[src/rtl/encrypt4_sched_ctrl.sv]
// Sequencing controller around a registered encrypt_function_4 datapath: takes 60-bit words,
// supplies LFSR keys, presents 78-bit ciphertext. Optional LFSR reseed port: ENC4_SEED_LOAD_EN.
module encrypt4_sched_ctrl #(
    parameter logic [10:0] SEED11 = 11'h5A5,
    parameter logic [5:0]  SEED6  = 6'h2D,
    parameter int          CNT_W  = 16
) (
    input  logic             Clk,
    input  logic             Rst_n,
    input  logic             in_valid,
    output logic             in_ready,
    input  logic [59:0]      in_data,
    output logic             out_valid,
    input  logic             out_ready,
    output logic [77:0]      out_data,
    output logic             busy,
    output logic [CNT_W-1:0] word_cnt
`ifdef ENC4_SEED_LOAD_EN
    ,
    input  logic             seed_load,
    input  logic [10:0]      seed_11,
    input  logic [5:0]       seed_6
`endif
);

    typedef enum logic [1:0] {IDLE, ENC, HOLD} state_t;

    // A zero seed would lock the LFSR, so it is replaced by 1.
    localparam logic [10:0] SEED11_EFF = (SEED11 == 11'h0) ? 11'h001 : SEED11;
    localparam logic [5:0]  SEED6_EFF  = (SEED6 == 6'h0)   ? 6'h01   : SEED6;

    state_t           state_q;
    logic             in_ready_q, out_valid_q, busy_q;
    logic [CNT_W-1:0] cnt_q;
    logic [10:0]      lfsr11_q, lfsr11_d;
    logic [5:0]       lfsr6_q, lfsr6_d;
    logic [59:0]      data_h_q;
    logic [10:0]      r11_h_q;
    logic [5:0]       r6_h_q;
    logic [77:0]      enc_q;
    logic [59:0]      b_w;
    logic [60:0]      sum_w;

    assign lfsr11_d = {lfsr11_q[9:0], lfsr11_q[10] ^ lfsr11_q[8]};
    assign lfsr6_d  = {lfsr6_q[4:0], lfsr6_q[5] ^ lfsr6_q[4]};

    always_ff @(posedge Clk or negedge Rst_n) begin
        if (!Rst_n) begin
            state_q     <= IDLE;
            in_ready_q  <= 1'b1;
            out_valid_q <= 1'b0;
            busy_q      <= 1'b0;
            cnt_q       <= '0;
            lfsr11_q    <= SEED11_EFF;
            lfsr6_q     <= SEED6_EFF;
            data_h_q    <= '0;
            r11_h_q     <= '0;
            r6_h_q      <= '0;
        end else begin
            case (state_q)
                IDLE: begin
`ifdef ENC4_SEED_LOAD_EN
                    if (seed_load) begin
                        lfsr11_q <= (seed_11 == 11'h0) ? 11'h001 : seed_11;
                        lfsr6_q  <= (seed_6 == 6'h0) ? 6'h01 : seed_6;
                    end else
`endif
                    if (in_valid) begin
                        data_h_q   <= in_data;
                        r11_h_q    <= lfsr11_q;
                        r6_h_q     <= lfsr6_q;
                        lfsr11_q   <= lfsr11_d;
                        lfsr6_q    <= lfsr6_d;
                        cnt_q      <= cnt_q + 1'b1;
                        state_q    <= ENC;
                        in_ready_q <= 1'b0;
                        busy_q     <= 1'b1;
                    end
                end
                ENC: begin
                    state_q     <= HOLD;
                    out_valid_q <= 1'b1;
                end
                HOLD: begin
                    if (out_ready) begin
                        state_q     <= IDLE;
                        out_valid_q <= 1'b0;
                        in_ready_q  <= 1'b1;
                        busy_q      <= 1'b0;
                    end
                end
                default: begin
                    state_q     <= IDLE;
                    out_valid_q <= 1'b0;
                    in_ready_q  <= 1'b1;
                    busy_q      <= 1'b0;
                end
            endcase
        end
    end

    // Encryptor datapath: unreset register, sampled only in ENC; carry lands in sum bit 60.
    assign b_w   = {r11_h_q[4:0], ~r11_h_q, r11_h_q, ~r11_h_q, ~r11_h_q, r11_h_q};
    assign sum_w = {1'b0, data_h_q} + {1'b0, b_w};

    always_ff @(posedge Clk) begin
        if (state_q == ENC)
            enc_q <= {r11_h_q, sum_w, r6_h_q};
    end

`ifdef ENC4_SEED_LOAD_EN
    assign in_ready  = in_ready_q & ~seed_load;
`else
    assign in_ready  = in_ready_q;
`endif
    assign out_valid = out_valid_q;
    assign out_data  = out_valid_q ? enc_q : 78'h0;
    assign busy      = busy_q;
    assign word_cnt  = cnt_q;

endmodule

[config.mk]
export PLATFORM = sky130hd
export DESIGN_NAME = encrypt4_sched_ctrl
export DESIGN_NICKNAME = d
export VERILOG_FILES = /design/src/rtl/encrypt4_sched_ctrl.sv
export SDC_FILE = /design/constraint.sdc
export NUM_CORES = 1
export LEC_CHECK = 0
export CAP_MARGIN = 20
export CELL_PAD_IN_SITES_DETAIL_PLACEMENT = 1
export CELL_PAD_IN_SITES_GLOBAL_PLACEMENT = 2
export CORE_ASPECT_RATIO = 1.4
export CORE_MARGIN = 3
export CORE_UTILIZATION = 31
export CTS_BUF_LIST = sky130_fd_sc_hd__clkbuf_4
export DETAILED_ROUTE_END_ITERATION = 10
export PLACE_DENSITY = 0.87
export SYNTH_ARGS = -nofsm -noshare
export SYNTH_HDL_FRONTEND = slang
export SYNTH_SLANG_ARGS = --single-unit
[constraint.sdc]
create_clock -name Clk -period 4.5 [get_ports Clk]
set_input_delay 0.9 -clock Clk [delete_from_list [all_inputs] [get_ports Clk]]
set_output_delay 0.9 -clock Clk [all_outputs]
set_load 0.02 [all_outputs]
# After elaboration in Yosys (flattened, before gate mapping)
# Index checks and enable logic that the tools add are counted.
[classes] n_addsub=2 eq_ne=4 mux=11 bitwise=5 reduce_logical=5
[ops] operator="2-to-1 mux 78 bit" n=1
[ops] operator="adder 60 x 60 -> 61 bit" n=1
[ops] operator="adder 16 x 1 -> 16 bit (second input constant)" n=1
[ops] operator="inverter 11 bit" n=1
[ops] operator="case mux 1 bit (3 select lines)" n=3
[ops] operator="case mux 2 bit (3 select lines)" n=1
[ops] operator="AND reduction 2 bit" n=3
[ops] operator="2-to-1 mux 1 bit" n=4
[ops] operator="2-to-1 mux 2 bit" n=2
[ops] operator="inequality test 2 bit (second input constant)" n=2
[ops] operator="AND reduction 3 bit" n=1
[ops] operator="== test 2 x 1 -> 1 bit (second input constant)" n=1
[ops] operator="== test 2 bit (second input constant)" n=1
[ops] operator="zero test 2 bit" n=1
[ops] operator="inverter 1 bit" n=2
[ops] operator="bitwise XOR 1 bit" n=2
[word_totals] reg_bits=193 in_bits=64 out_inout_bits=97 wordCells=38

# Depth between registers and ports, before layout
# Gate-level depths: netlist of run 1.
[logic_depth] ltp_word=3 mapped_depth=12 ltp_nobuf=11

# Worst setup path after synthesis of run 1
# No wires, ideal clock.
[synth_timing] path_kind="register -> register" start="register state_q[1]" end="register enc_q[0], enable pin" setup_time_ps=525 arrival_ps=3910 t_required_ps=3975 path_slack_ps=65 stages_incl_launch_ff=2 path_buffers=0 period_less_slack_ps=4435 path_cell_list="dfrtp_1 nor2b_1"
[synth_between] elab_chain_cells=1
[synth_rtl] element="from (decl)" line="32" text="state_t state_q;"
[synth_rtl] element="from (signal assigned)" line="49" text="state_q <= IDLE;"
[synth_rtl] element="from (signal assigned)" line="75" text="state_q <= ENC;"
[synth_rtl] element="from (signal assigned)" line="81" text="state_q <= HOLD;"
[synth_rtl] element="== test 2 x 1 -> 1 bit" line="107" text="if (state_q == ENC)"
[synth_rtl] element="to (signal assigned)" line="108" text="enc_q <= {r11_h_q, sum_w, r6_h_q};"
[synth_rtl] element="to (decl)" line="40" text="logic [77:0] enc_q;"
# Every way passes these cells.
# A chain may end at the register's enable or synchronous reset.

==> results.py, run 1 <==
metrics = {
    "run_status": {
        "outcome": "finished clean",
    },
    "clocking": {
        "clock_latency_ns": 0.66,
        "cts_resized": 0,
        "clkTransAtPathRegs_ns": 0.19,
        "hold_buffers": 0,
        "cts_buffers": 17,
        "cts_max_path_buffers": 2,
        "htreeDepth": 4,
        "cts_post_setup_buffers_inserted": 0,
        "cts-root-buf": "clkbuf_4",
        "cts.sinks": 186,
        "cts_tree": "built",
    },
    "sta": {
        "finalMaxSlewViolations": 0,
        "tightest_slew_ns": 0.904,
        "setup_tns_ns": 0,
        "finClkSkew_ns": 0.0320,
        "relSlewSlack_pct": 39.7,
        "rsz0062_at_grt": "false",
        "fin_crit_ns": 3.76,
        "finalSetupViolations": 0,
        "fmaxAchievable_ghz": 0.266,
        "hold_viol_final": 0,
        "period_share_pct": 83.5,
    },
    "drt": {
        "wirelength_um": 32500,
        "vias": 8330,
        "via_per_inst": 4.95,
        "first_pass_iters": 4,
        "final_antenna_net_count": 0,
        "drt_iter0_drc": 439,
        "wl_per_cell_um": 19.3,
        "drcViolationCount": 0,
    },
    "die": {
        "die_w_um": 160,
        "io_pins": 161,
        "rows": 78,
        "die-area_um2": 35600,
        "start_util_pct": 31.6,
        "core_area_um2": 32700,
        "die_h_um": 222,
    },
    "logic_synthesis": {
        "synth_edf_count": 78,
        "seq_area_frac_synth_pct": 48.9,
        "synthSimpleGateAreaFrac_pct": 20.6,
        "post_synth_num_cell_types": 54,
        "synth_mux_area_share_pct": 0.109,
        "synth-main-ff-cell": "dfrtp_1",
        "post_synth_fa_ha_maj_area_fraction_pct": 7.58,
        "synth_area_um2": 10300,
        "synth_cells": 1088,
        "yosys.area_share.xor_xnor_pct": 6.10,
        "yosysWarnings": 0,
        "avgSynthCellArea_um2": 9.50,
        "synth_seq_cells": 186,
        "synth_nets": 1214,
        "synth_top_family_by_area": "simple AND/OR/NAND/NOR gates",
        "synthArstFlopShare_pct": 58.1,
        "synth_compound_area_share_pct": 14.0,
    },
    "setup_path": {
        "cp.required_ns": 4.92,
        "critPathArrivalTime_ns": 4.18,
        "crit_fanout": 6,
        "cp-end-kind": "flop",
        "start_kind": "flop",
        "critical_path_class": "flop to flop",
    },
    "cells_and_area": {
        "area_growth_pct": 22.8,
        "nFillCells": 3768,
        "nNetsFinal": 1353,
        "stdcell_area_um2": 12700,
        "layout_commonest_cell": "nand2_1",
        "final_cell_mix": "nand2_1 (289), clkdlybuf4s50_1 (159), dfrtp_1 (96), and2_1 (80), edfxtp_1 (78)",
        "drive_gt1_share_pct": 5.56,
    },
    "global_route": {
        "globalRouteOverflowTotal": 0,
        "groute.usage.overall_pct": 18.4,
        "grt_pass1_vias": 8793,
        "grt-busiest-layer": "met2",
        "global_route.usage.met2_pct": 32.6,
        "use_met1_pct": 22.3,
        "grt_pass1_wl_um": 50700,
        "met3_usage_pct": 3.08,
        "grt_max_degree": 93,
        "antenna_found_initial": 1,
    },
    "placement": {
        "gp_congestion": 0.918,
        "dp_hpwl_um": 24600,
        "place_area_um2": 12400,
        "port_buffers": 160,
    },
    "power_and_ir_drop": {
        "p_per_area_nw_per_um2": 923,
        "power_leakage_uw": 0.00545,
        "vdd_drop_max_uv": 419,
    },
    "job": {
        "maxCapViolations": 0,
    },
    "min_path": {
        "hold_path.class": "primary input to asynchronous set/reset pin",
    },
}
## cell type report
cell class	count	area, µm²	area share (%)
antenna	2	5.00	0.0394
clock buffer	17	128	1.00
clock inverter	15	136	1.07
inverter	26	97.6	0.768
multi-input combinational	829	5010	39.5
sequential	186	5060	39.8
tap	440	551	4.33
timing repair buffer	167	1710	13.5
## critical path, stage by stage (launching register included)
cell and delay [ns]:
dfrtp_1 0.49, ha_1 0.25, fa_1 0.43, a211oi_1 0.31, o211ai_1 0.15, a22oi_1 0.44, o32ai_2 0.19, o21ai_1 0.41
a21oi_1 0.20, a31oi_1 0.32, o21ai_0 0.14, a21o_1 0.19
## routing by layer
| metal | up-vias | share of wire [%] |
|---|---|---|
| met5 | - | 0 |
| met4 | 0 | 3.1 |
| met3 | 42 | 3.2 |
| met2 | 182 | 52 |
| met1 | 4085 | 42 |
| li1 | 4021 | - |
## Yosys cell counts (16+ instances only)
library cell | instances | area [µm²]
nand2_1 | 289 | 1080
dfrtp_1 | 97 | 2430
and2_1 | 80 | 500
edfxtp_1 | 78 | 2340
a21oi_1 | 69 | 345
ha_1 | 61 | 763
clkbuf_1 | 46 | 173
o21ai_0 | 46 | 230
xnor2_1 | 42 | 368
nor2_1 | 37 | 139
a21o_1 | 30 | 225
xor2_1 | 30 | 263
inv_1 | 26 | 97.6
nand3_1 | 17 | 85.1
nand4_1 | 16 | 100
## per-stage QoR
step,hold slack (ns),total power (µW),utilization (%),cells,setup slack (ns)
2_1_floorplan,0.425,8130,-,1088,0.0647
3_3_place_gp,0.434,10700,37.9,1646,0.828
3_5_place_dp,0.435,10800,37.9,1646,0.775
4_1_cts,0.322,11800,38.7,1678,0.727
5_1_grt,0.342,12600,38.8,1681,0.456
6_report,0.349,11700,38.8,1682,0.743
## state kept, by name, summed over array words and instances, names as in the netlist
| register | flops |
|---|---|
| enc_q | 78 |
| r11_h_q | 6 |
| word_cnt | 16 |
| state_q | 2 |
| data_h_q | 60 |
| r6_h_q | 4 |
| lfsr11_q | 11 |
| lfsr6_q | 6 |
| out_valid | 1 |
| in_ready | 1 |
| busy | 1 |
## logic make-up after synthesis
| family | after synthesis |
|---|---|
| AO/OA/AOI/OAI | 220 |
| XOR/XNOR | 72 |
| adder cells (fa/ha/maj) | 62 |
| buffers and inverters | 73 |
| flip-flops | 186 |
| multiplexers | 1 |
| AND/OR/NAND/NOR | 474 |
## where the power goes
group | leakage (µW) | switching (µW) | internal (µW)
clock network | 0.000146 | 671 | 242
logic | 0.00322 | 4450 | 2880
registers | 0.00208 | 568 | 2900
total | 0.00545 | 5690 | 6030
## worst paths after layout
check / from / slack (ns) / cells after the start / to
setup reg to reg: lfsr11_q[1] / 0.74 / 11 / enc_q[66]
setup / recovery: lfsr11_q[1] / 0.74 / 11 / enc_q[66]
hold / removal: Rst_n / 0.35 / 1 / word_cnt[15]
min in group Clk: r6_h_q[4] / 0.47 / 0 / enc_q[4]
max in group asynchronous: Rst_n / 3.32 / 2 / lfsr6_q[2]
hold reg to reg: r6_h_q[4] / 0.47 / 0 / enc_q[4]
Power figures use the tool's default switching activity.
==> run 2, diff against run 1 <==
==> constraint.sdc (replaced) <==
create_clock -name Clk -period 3.26 [get_ports Clk]
set_input_delay 0.652 -clock Clk [delete_from_list [all_inputs] [get_ports Clk]]
set_output_delay 0.652 -clock Clk [all_outputs]
set_load 0.02 [all_outputs]
==> run 2 against run 1 <==
Global-route usage increased by 0.13 points. Total power increased by 53%. Worst setup slack got worse by 0.71 ns. First-iteration DRC count decreased by 2.7%. Design area increased by 8.4%. Largest cell class is now multi-input combinational cells.
==> results.py, run 2 (synthesized netlist as in run 1, its figures left out) <==
metrics = {
    "run_status": {
        "outcome": "finished clean",
    },
    "job": {
        "maxCapViolations": 0,
    },
    "drt": {
        "via_per_inst": 4.88,
        "drt_iter0_drc": 427,
        "wl_per_cell_um": 18.5,
        "first_pass_iters": 4,
        "wirelength_met1_um": 13600,
        "top_layer": "met4",
        "final_antenna_net_count": 0,
        "wirelength_um": 33000,
        "wl_met3_um": 1170,
        "vias": 8696,
        "met2_length_um": 17000,
        "drcViolationCount": 0,
    },
    "die": {
        "io_pins": 161,
        "die_w_um": 160,
        "core_area_um2": 32700,
        "die-area_um2": 35600,
        "die_h_um": 222,
        "rows": 78,
        "start_util_pct": 31.6,
    },
    "cells_and_area": {
        "area_growth_pct": 33.1,
        "layout_commonest_cell": "nand2_1",
        "largest_reg_flops": 78,
        "final_cell_mix": "nand2_1 (288), clkdlybuf4s50_1 (159), buf_4 (104), dfrtp_1 (94), and2_1 (79)",
        "nNetsFinal": 1453,
        "drive_gt1_share_pct": 15.7,
        "top_register": "enc_q",
    },
    "setup_path": {
        "critical_path.max_stage_delay_ns": 0.45,
        "critical_path_buf_inv_count": 2,
        "cp_top_family": "compound AO/OA/AOI/OAI gates",
        "start_kind": "flop",
        "slowest_stage": "dfrtp_2",
        "path_cells": "clkinvlp_4 > ha_4 > nand4_1 > a2111oi_4 > a22oi_2 > o32ai_2 > o21ai_1 > buf_4 > a211oi_4 > o211ai_1 > and2_4 > o311ai_2",
        "crit_fanout": 3,
        "critPathArrivalTime_ns": 3.71,
        "cp-end-kind": "flop",
        "critical_path_class": "flop to flop",
        "cp.required_ns": 3.75,
    },
    "placement": {
        "port_buffers": 160,
        "gp_congestion": 0.869,
        "dp_hpwl_um": 25200,
        "dp_slack_ns": -0.107,
    },
    "sta": {
        "fin_ws_ns": 0.0374,
        "finalSetupViolations": 0,
        "tightest_slew_ns": 0.901,
        "fmaxAchievable_ghz": 0.310,
        "period_share_pct": 98.9,
        "setup_tns_ns": 0,
        "finClkSkew_ns": 0.0341,
        "hold_viol_final": 0,
        "finalMaxSlewViolations": 0,
        "relSlewSlack_pct": 39.9,
        "rsz0062_at_grt": "true",
        "fin_crit_ns": 3.22,
    },
    "global_route": {
        "antenna_found_initial": 3,
        "grt_pass1_wl_um": 51600,
        "grt_max_degree": 93,
        "groute.usage.overall_pct": 18.6,
        "globalRouteOverflowTotal": 0,
        "grt_pass1_vias": 9444,
    },
    "clocking": {
        "cts_buffers": 17,
        "cts-root-buf": "clkbuf_4",
        "clkTransAtPathRegs_ns": 0.19,
        "cts_tree": "built",
        "cts_max_path_buffers": 2,
        "clock_latency_ns": 0.67,
        "htreeDepth": 4,
        "cts.sinks": 186,
    },
    "power_and_ir_drop": {
        "p_per_area_nw_per_um2": 1300,
        "vdd_drop_max_uv": 356,
        "power_leakage_uw": 0.00598,
    },
    "min_path": {
        "hold_path.class": "primary input to asynchronous set/reset pin",
    },
}
run 2: cell types whose count changed in the layout (fill, tap and decap cells not counted), moves of 4 or more:
| cell | change |
|---|---|
| ha_1 | -14 |
| buf_4 | +100 |
| inv_2 | +4 |
| a21oi_1 | -4 |
| inv_1 | -5 |
| ha_2 | +5 |
| ha_4 | +9 |
run 2: area by class of cell:
class	count	area, µm²
antenna	2	5.00
sequential	186	5060
clock buffer	17	128
fill	3722	18900
tap	440	551
inverter	26	101
clock inverter	15	171
multi-input combinational	829	5300
timing repair buffer	267	2440
run 2: power by group:
| group | total (µW) | switching [µW] | internal (µW) |
|---|---|---|---|
| clock network | 1340 | 977 | 361 |
| registers | 4710 | 698 | 4010 |
| logic | 11900 | 6640 | 5240 |
| total | 17900 | 8320 | 9610 |
run 2: metrics by stage:
stage / hold slack, ns / total power (µW) / cell area [µm²] / util (%) / instances
2_1_floorplan: 0.356 / 11200 / 10300 / - / 1088
3_3_place_gp: 0.433 / 15800 / 13100 / 40.0 / 1735
3_5_place_dp: 0.444 / 16000 / 13100 / 40.0 / 1735
4_1_cts: 0.368 / 17600 / 13500 / 41.2 / 1771
5_1_grt: 0.407 / 19300 / 13800 / 42.1 / 1782
6_report: 0.429 / 17900 / 13800 / 42.1 / 1782
run 2: worst paths after layout:
check | from | cells past startpoint | to | slack [ns]
max | lfsr11_q[4] | 12 | enc_q[64] | 0.04
min | Rst_n | 2 | data_h_q[8] | 0.43
max reg2reg | lfsr11_q[4] | 12 | enc_q[64] | 0.04
min reg2reg | lfsr6_q[2] | 2 | lfsr6_q[2] | 0.48
max in group asynchronous | Rst_n | 3 | out_valid | 2.00
min in group Clk | lfsr6_q[2] | 2 | lfsr6_q[2] | 0.48
run 2: repair_timing:
item | 4_1_cts | 5_1_grt
setup endpoints to repair | 8 | 72
pin swaps | 3 | 18
endpoints found under the hold margin | 29 | 0
gates resized for setup | 10 | 46
buffers inserted | 3 | 9
hold buffers | 1 | 0
run 2: per-layer routing:
layer	up-vias	global-route usage, %
li1	4225	-
met5	-	0
met4	0	8.29
met3	54	3.35
met2	176	32.9
met1	4241	21.8
==> run 3, diff against run 2 <==
--- a/config.mk
+++ b/config.mk
@@ -6,11 +6,9 @@
 export NUM_CORES = 1
 export LEC_CHECK = 0
 export CAP_MARGIN = 20
-export CELL_PAD_IN_SITES_DETAIL_PLACEMENT = 1
-export CELL_PAD_IN_SITES_GLOBAL_PLACEMENT = 2
 export CORE_ASPECT_RATIO = 1.4
 export CORE_MARGIN = 3
-export CORE_UTILIZATION = 31
+export CORE_UTILIZATION = 50
 export CTS_BUF_LIST = sky130_fd_sc_hd__clkbuf_4
 export DETAILED_ROUTE_END_ITERATION = 10
 export PLACE_DENSITY = 0.87
==> run 3 against run 2 <==
Hold slack better by 0.044 ns. Count of clock-buffer cells in the layout stayed put. Worst setup slack improved by 0.047 ns. Sequential power about the same. Clock skew down 0.012 ns. Maximum frequency increased by 1.5%.
==> results.py, run 3 (synthesized netlist as in run 1, its figures left out) <==
metrics = {
    "die": {
        "io_pins": 161,
        "die_h_um": 176,
        "die_w_um": 128,
        "core_area_um2": 20100,
        "die-area_um2": 22500,
        "rows": 61,
        "start_util_pct": 51.5,
    },
    "setup_path": {
        "cp-end-kind": "flop",
        "cp.required_ns": 3.64,
        "critical_path_class": "flop to flop",
        "crit_path_start": "r11_h_q[6]",
        "timing.rr.start": "r11_h_q[6]",
        "crit_fanout": 4,
        "critPathArrivalTime_ns": 3.55,
        "start_kind": "flop",
    },
    "clocking": {
        "clock_latency_ns": 0.62,
        "clkTransAtPathRegs_ns": 0.20,
        "cts_tree": "built",
        "cts-root-buf": "clkbuf_4",
        "htreeDepth": 4,
        "cts.sinks": 186,
        "cts_buffers": 17,
        "cts_max_path_buffers": 2,
    },
    "drt": {
        "wl_per_cell_um": 18.2,
        "vias": 8792,
        "via_per_inst": 5.59,
        "wirelength_um": 28600,
        "final_antenna_net_count": 0,
        "drcViolationCount": 0,
        "drt_iter0_drc": 735,
        "first_pass_iters": 5,
    },
    "sta": {
        "period_share_pct": 97.4,
        "finalMaxSlewViolations": 0,
        "relSlewSlack_pct": 43.0,
        "fin_crit_ns": 3.18,
        "finalSetupViolations": 0,
        "tightest_slew_ns": 0.855,
        "finClkSkew_ns": 0.0217,
        "rsz0062_at_grt": "true",
        "hold_viol_final": 0,
        "fmaxAchievable_ghz": 0.315,
    },
    "cells_and_area": {
        "nNetsFinal": 1432,
        "postLayoutCoreUtil_pct": 66.9,
        "largest_reg_flops": 78,
        "drive_gt1_share_pct": 14.7,
        "nFillCells": 1551,
        "ff_latch_area_um2": 5070,
        "area_growth_pct": 29.9,
        "final_cell_mix": "nand2_1 (289), clkdlybuf4s50_1 (159), dfrtp_1 (90), buf_4 (83), and2_1 (79)",
        "layout_commonest_cell": "nand2_1",
        "top_register": "enc_q",
        "multi_input_area_um2": 5300,
    },
    "global_route": {
        "groute.usage.overall_pct": 25.5,
        "grt_max_degree": 93,
        "grt_pass1_wl_um": 45000,
        "globalRouteOverflowTotal": 0,
        "antenna_found_initial": 1,
        "grt_pass1_vias": 8657,
    },
    "placement": {
        "port_buffers": 160,
        "dp_hpwl_um": 21100,
        "gp_congestion": 0.945,
    },
    "power_and_ir_drop": {
        "p_per_area_nw_per_um2": 1310,
        "vdd_drop_max_uv": 509,
        "power_leakage_uw": 0.00586,
        "finalPower_uw": 17600,
    },
    "job": {
        "maxCapViolations": 0,
    },
    "run_status": {
        "outcome": "finished clean",
    },
    "min_path": {
        "hold_path.class": "primary input to asynchronous set/reset pin",
    },
}
==> run 3: changes by cell type in the layout (fill, tap and decap cells not counted), moves of 2 or more <==
cell,before,now
inv_16,0,2
inv_12,0,5
inv_8,4,2
buf_4,104,83
dfrtp_1,94,90
inv_6,4,1
a31oi_1,5,7
dfrtp_2,2,7
==> run 3: layer usage <==
metal  track usage (%)  part of all wire (%)  vias to the layer above
met5                 0                     0                        -
met4              12.1                   4.6                        0
met3              4.03                   4.6                       82
met2              42.1                    49                      310
met1              32.8                    42                     4207
li1                  -                     -                     4193
==> run 3: cell type report <==
type	instances	share of cell area (%)
clock buffers	17	0.950
clock inverters	15	1.74
multi-input cells	829	39.4
diodes	1	0.0186
inverters	26	0.782
repair buffers	246	17.0
well taps	252	2.35
flip-flops and latches	186	37.7
==> run 3: power breakdown <==
| group | switching (µW) | internal [µW] |
|---|---|---|
| logic | 6410 | 5020 |
| clock network | 1070 | 423 |
| registers | 702 | 4010 |
==> run 3: stage by stage <==
step / setup TNS (ns) / cells / worst slack [ns] / cell area, µm² / hold slack [ns]
final: 0 / 1572 / 0.0842 / 13400 / 0.473
after global routing: -0.0561 / 1572 / -0.0316 / 13400 / 0.471
after CTS: 0 / 1560 / 0.0350 / 13100 / 0.441
after detailed placement: 0 / 1526 / 0.0143 / 12700 / 0.432
after global placement: 0 / 1526 / 0.0846 / 12700 / 0.432
after floorplan: 0 / 1088 / 0.305 / 10300 / 0.356
==> run 3: worst paths after layout <==
kind                                end  slack, ns  cells after the start
max                           enc_q[64]       0.08                     12
min                        data_h_q[48]       0.47                      2
max reg2reg                   enc_q[64]       0.08                     12
min reg2reg                    enc_q[4]       0.47                      0
max in group asynchronous   lfsr11_q[8]       2.00                      3
min in group Clk               enc_q[4]       0.47                      0
==> run 3: what timing repair did <==
item                                   4_1_cts  5_1_grt
hold buffers                                 1        0
endpoints found under the hold margin       26        0
resized for setup                            2       57
cloned                                       0        0
setup buffers                                1       12
pin swaps                                    1       18
setup endpoints to repair                    3       20
==> run 3: worst max-delay path: stages, from the launching register on <==
cell      delay, ns
dfrtp_2        0.50
inv_1          0.19
ha_1           0.31
a21oi_1        0.22
buf_4          0.15
o211ai_1       0.10
a21oi_1        0.34
o32ai_4        0.16
o21ai_2        0.23
a211oi_4       0.10
o211ai_1       0.29
and2_4         0.23
o311ai_4       0.09
==> patch 1: new RTL, settings of run 3 <==
Put one more register stage on the output `word_cnt`. The value now appears one clock later. The other outputs are not delayed to match.
--- a/src/rtl/encrypt4_sched_ctrl.sv
+++ b/src/rtl/encrypt4_sched_ctrl.sv
@@ -118,3 +118,5 @@
     assign busy      = busy_q;
-    assign word_cnt  = cnt_q;
+    always_ff @(posedge Clk) begin
+        word_cnt <= cnt_q;
+    end
 
Function: changed (Yosys sat finds a counterexample within 4 cycles, from zero or initial values and one cycle with Rst_n low).
==> patch 1 against run 3 <==
  * Wire length increased by 2.7%
  * Sequential cell count grew 16
  * Combinational power fell by 5%
  * Area after synthesis increased by 3.2%
  * Worst setup slack gained 0.0079 ns
  * Power is 0.78% higher
  * Clock power rose by 38%
  * Cell area is 2.0% higher
  * Worst hold slack got worse by 0.067 ns
  * Highest routed layer unchanged
==> patch 1: results (changes against run 3) <==
| Metric | Value |
|---|---|
| Total wire length | `29.4 mm (was 28.6 mm)` |
| Leakage power | `0.00615 µW (was 0.00586 µW)` |
| Fraction of registers with async set or reset after synthesis | `53.5% (was 58.1%)` |
| P_seq | `4920 µW (was 4710 µW)` |
| Inserted Clock Buffers | `48 (was 17)` |
| DRT Pass-1 Iters | `6 (was 5)` |
| Nets | `1477 (was 1432)` |
| Hold Path Class | `reg -> reg (was in -> async)` |
| Clock skew | `0.0278 ns (was 0.0217 ns)` |
| Post-synthesis compound-gate area fraction | `12.5% (was 14.0%)` |
| Outcome | `finished, final reports clean (unchanged)` |
| Synth Area in Adders | `7.34% (was 7.58%)` |
| Pin count of the biggest net entering global routing | `81 (was 93)` |
| Clock transition at the registers of the reported paths | `0.07 ns (was 0.20 ns)` |
| Met2 wire length | `14.4 mm (was 14.0 mm)` |
| Slowest CP cell | `or4_1 (was dfrtp_2)` |
| Setup WS pre-CTS | `-0.0618 ns (was 0.0143 ns)` |
| First-pass GRT wire length | `45.8 mm (was 45.0 mm)` |
| Fraction of layout cells with a size suffix above 1 | `13.9% (was 14.7%)` |
| Least-Margin Pin Slew | `0.879 ns (was 0.855 ns)` |
| Hpwl dp | `21.8 mm (was 21.1 mm)` |
| Worst-skew pair later-pin latency | `0.68 ns (was 0.62 ns)` |
| Largest cells by area after synthesis | `dfrtp_1, edfxtp_1, nand2_1 (unchanged)` |
| Fmax | `0.316 GHz (was 0.315 GHz)` |
| Placed Area | `12900 µm² (was 12700 µm²)` |
| Post-Synth XOR/XNOR Area | `5.99% (was 6.10%)` |
| Switching share of power | `44.2% (was 46.4%)` |
| Met3 usage | `4.14% (was 4.03%)` |
| CTS Buffer Depth | `3 (was 2)` |
| Syn nets | `1247 (was 1214)` |
==> patch 1: changes by cell type in the layout (fill, tap and decap cells not counted), moves of 6 or more <==
cell	delta
a21oi_1	+8
buf_4	-17
clkbuf_4	+54
clkinv_1	+14
dfxtp_1	+16
ha_1	+9
ha_4	-9
o211ai_1	-6
o21ai_1	+12
==> patch 1: final cells by class <==
class / instances / area [µm²] / share of cell area, %
sequential: 202 / 5390 / 39.3
multi-input combinational: 842 / 5100 / 37.3
timing repair buffer: 229 / 2160 / 15.7
clock buffer: 71 / 533 / 3.89
tap: 256 / 320 / 2.34
inverter: 28 / 105 / 0.767
clock inverter: 19 / 88.8 / 0.649
antenna: 1 / 2.50 / 0.0183
==> patch 1: worst paths after layout <==
check	start	to	depth (start not counted)
max	r11_h_q[6]$_DFFE_PN0P_	enc_q[63]$_DFFE_PP_	12
max in group asynchronous	Rst_n	lfsr11_q[10]$_DFFE_PN1P_	3
min reg2reg	cnt_q[14]$_DFFE_PN0P_	word_cnt[14]$_DFF_P_	0
max reg2reg	r11_h_q[6]$_DFFE_PN0P_	enc_q[63]$_DFFE_PP_	12
min	cnt_q[14]$_DFFE_PN0P_	word_cnt[14]$_DFF_P_	0
min in group asynchronous	Rst_n	busy$_DFFE_PN0P_	2
==> patch 1: metrics by stage <==
step                util (%)  hold slack [ns]  TNS, ns
finish                  66.1            0.407        0
floorplan                  -            0.347        0
global placement        62.5            0.357        0
detailed placement      62.5            0.368   -0.156
CTS                     65.5            0.395  -0.0147
global route            66.1            0.409  -0.0540
==> patch 1: timing repair <==
item	in CTS	in global routing
setup buffers	0	2
hold buffers	1	0
resized for setup	2	26
endpoints found under the hold margin	34	0
setup endpoints to repair	6	16
pin swaps	0	8
==> patch 2: new RTL, settings of run 3 <==
Made on the original files. Set the parameter `CNT_W` to 14 (it was 16).
--- a/src/rtl/encrypt4_sched_ctrl.sv
+++ b/src/rtl/encrypt4_sched_ctrl.sv
@@ -5,3 +5,3 @@
     parameter logic [5:0]  SEED6  = 6'h2D,
-    parameter int          CNT_W  = 16
+    parameter int          CNT_W  = 14
 ) (
Ports: changed (resized word_cnt); port bits go from 161 to 159. No check against the original RTL was run, so the function may have changed too.
==> patch 2 against run 3 <==
  * Power shrank 1.4%
  * Critical path type unchanged
  * Wire length grew 4.1%
  * Via count grew 1.6%
  * Area after synthesis grew 0.17%
  * Worst setup slack gained 0.017 ns
  * Sequential cell count shrank 2
  * Cell area shrank 1.5%
==> patch 2: results (changes against run 3) <==
| Metric | Value |
|---|---|
| Fraction of registers with async set or reset after synthesis | `57.6% (was 58.1%)` |
| Port-buffer cells | `158 (was 160)` |
| Reg area | `5020 µm² (was 5070 µm²)` |
| Synth Area in Adders | `7.56% (was 7.58%)` |
| Worst Setup SP | `lfsr11_q[4]$_DFFE_PN0P_ (was r11_h_q[6]$_DFFE_PN0P_)` |
| Non-clk buf share | `16.9% (was 17.0%)` |
| Nets | `1453 (was 1432)` |
| Hold buffer count at cts | `0 (was 1)` |
| VDD IR max | `0.514 mV (was 0.509 mV)` |
| Commonest cells post-synth | `nand2_1, dfrtp_1, and2_1, edfxtp_1, a21oi_1 (unchanged)` |
| Vias per cell | `5.61 (was 5.59)` |
| Number of multi-input logic gates | `849 (was 829)` |
| Final clock-cell share | `2.82% (was 2.69%)` |
| WL/cell | `18.7 µm (was 18.2 µm)` |
| Fraction of layout cells with a size suffix above 1 | `12.5% (was 14.7%)` |
| Largest cells by area after synthesis | `dfrtp_1, edfxtp_1, nand2_1 (unchanged)` |
| Period minus WS final | `3.16 ns (was 3.18 ns)` |
| R2R Setup Slk | `0.10 ns (was 0.08 ns)` |
| Hpwl dp | `22.8 mm (was 21.1 mm)` |
| Sequential fraction of the synthesis area | `48.4% (was 48.9%)` |
| Final hold slack | `0.0115 ns (was 0.473 ns)` |
| Routability Congestion | `0.986 (was 0.945)` |
| Pwr Density | `1310 nW/µm² (about the same)` |
| Vias in the first global route | `8962 (was 8657)` |
| Outcome | `finished, final reports clean (unchanged)` |
| Leakage power | `0.00585 µW (was 0.00586 µW)` |
| Non-Filler Instances | `1593 (was 1572)` |
| Netlist cell types | `61 (was 54)` |
| Sequential cells | `184 (was 186)` |
| Invs w/o clock | `35 (was 26)` |
| Buffers, non-clock | `240 (was 246)` |
| Synthesized area | `10400 µm² (was 10300 µm²)` |
| Worst rel slew slack | `53.9% (was 43.0%)` |
| DR iter-0 viols | `809 (was 735)` |
| Setup WS pre-CTS | `-0.192 ns (was 0.0143 ns)` |
| Mux cell area share after synthesis | `0% (was 0.109%)` |
| Crit path capture | `enc_q[51]$_DFFE_PP_ (was enc_q[64]$_DFFE_PP_)` |
| Placed Area | `12700 µm² (about the same)` |
==> patch 2: cell types whose count changed after synthesis, moves of 7 or more <==
| cell | run 3 | this run |
|---|---|---|
| inv_1 | 26 | 35 |
| xor2_1 | 30 | 23 |
| xnor2_1 | 42 | 49 |
| o21bai_1 | 9 | 17 |
| clkbuf_1 | 46 | 37 |
| nor2_1 | 37 | 53 |
==> patch 2: layer usage <==
metal  vias up  GRT usage, %  share of wire, %
met5         -             0                 0
met4         0          11.0               3.9
met3        84          5.30               6.1
met2       348          45.3                50
met1      4248          33.3                40
li1       4253             -                 -
==> patch 2: power by group <==
| group | total [µW] | internal (µW) | leakage [µW] | switching [µW] |
|---|---|---|---|---|
| Combinational | 11200 | 4870 | 0.00362 | 6320 |
| Clock | 1490 | 433 | 0.000191 | 1060 |
| Sequential | 4710 | 3990 | 0.00204 | 712 |
==> patch 2: what timing repair did <==
action,CTS,global route
buffers inserted,0,9
resized for setup,5,28
hold endpoints to repair,0,0
setup endpoints to repair,53,58
pin swaps,0,1
cloned,0,0
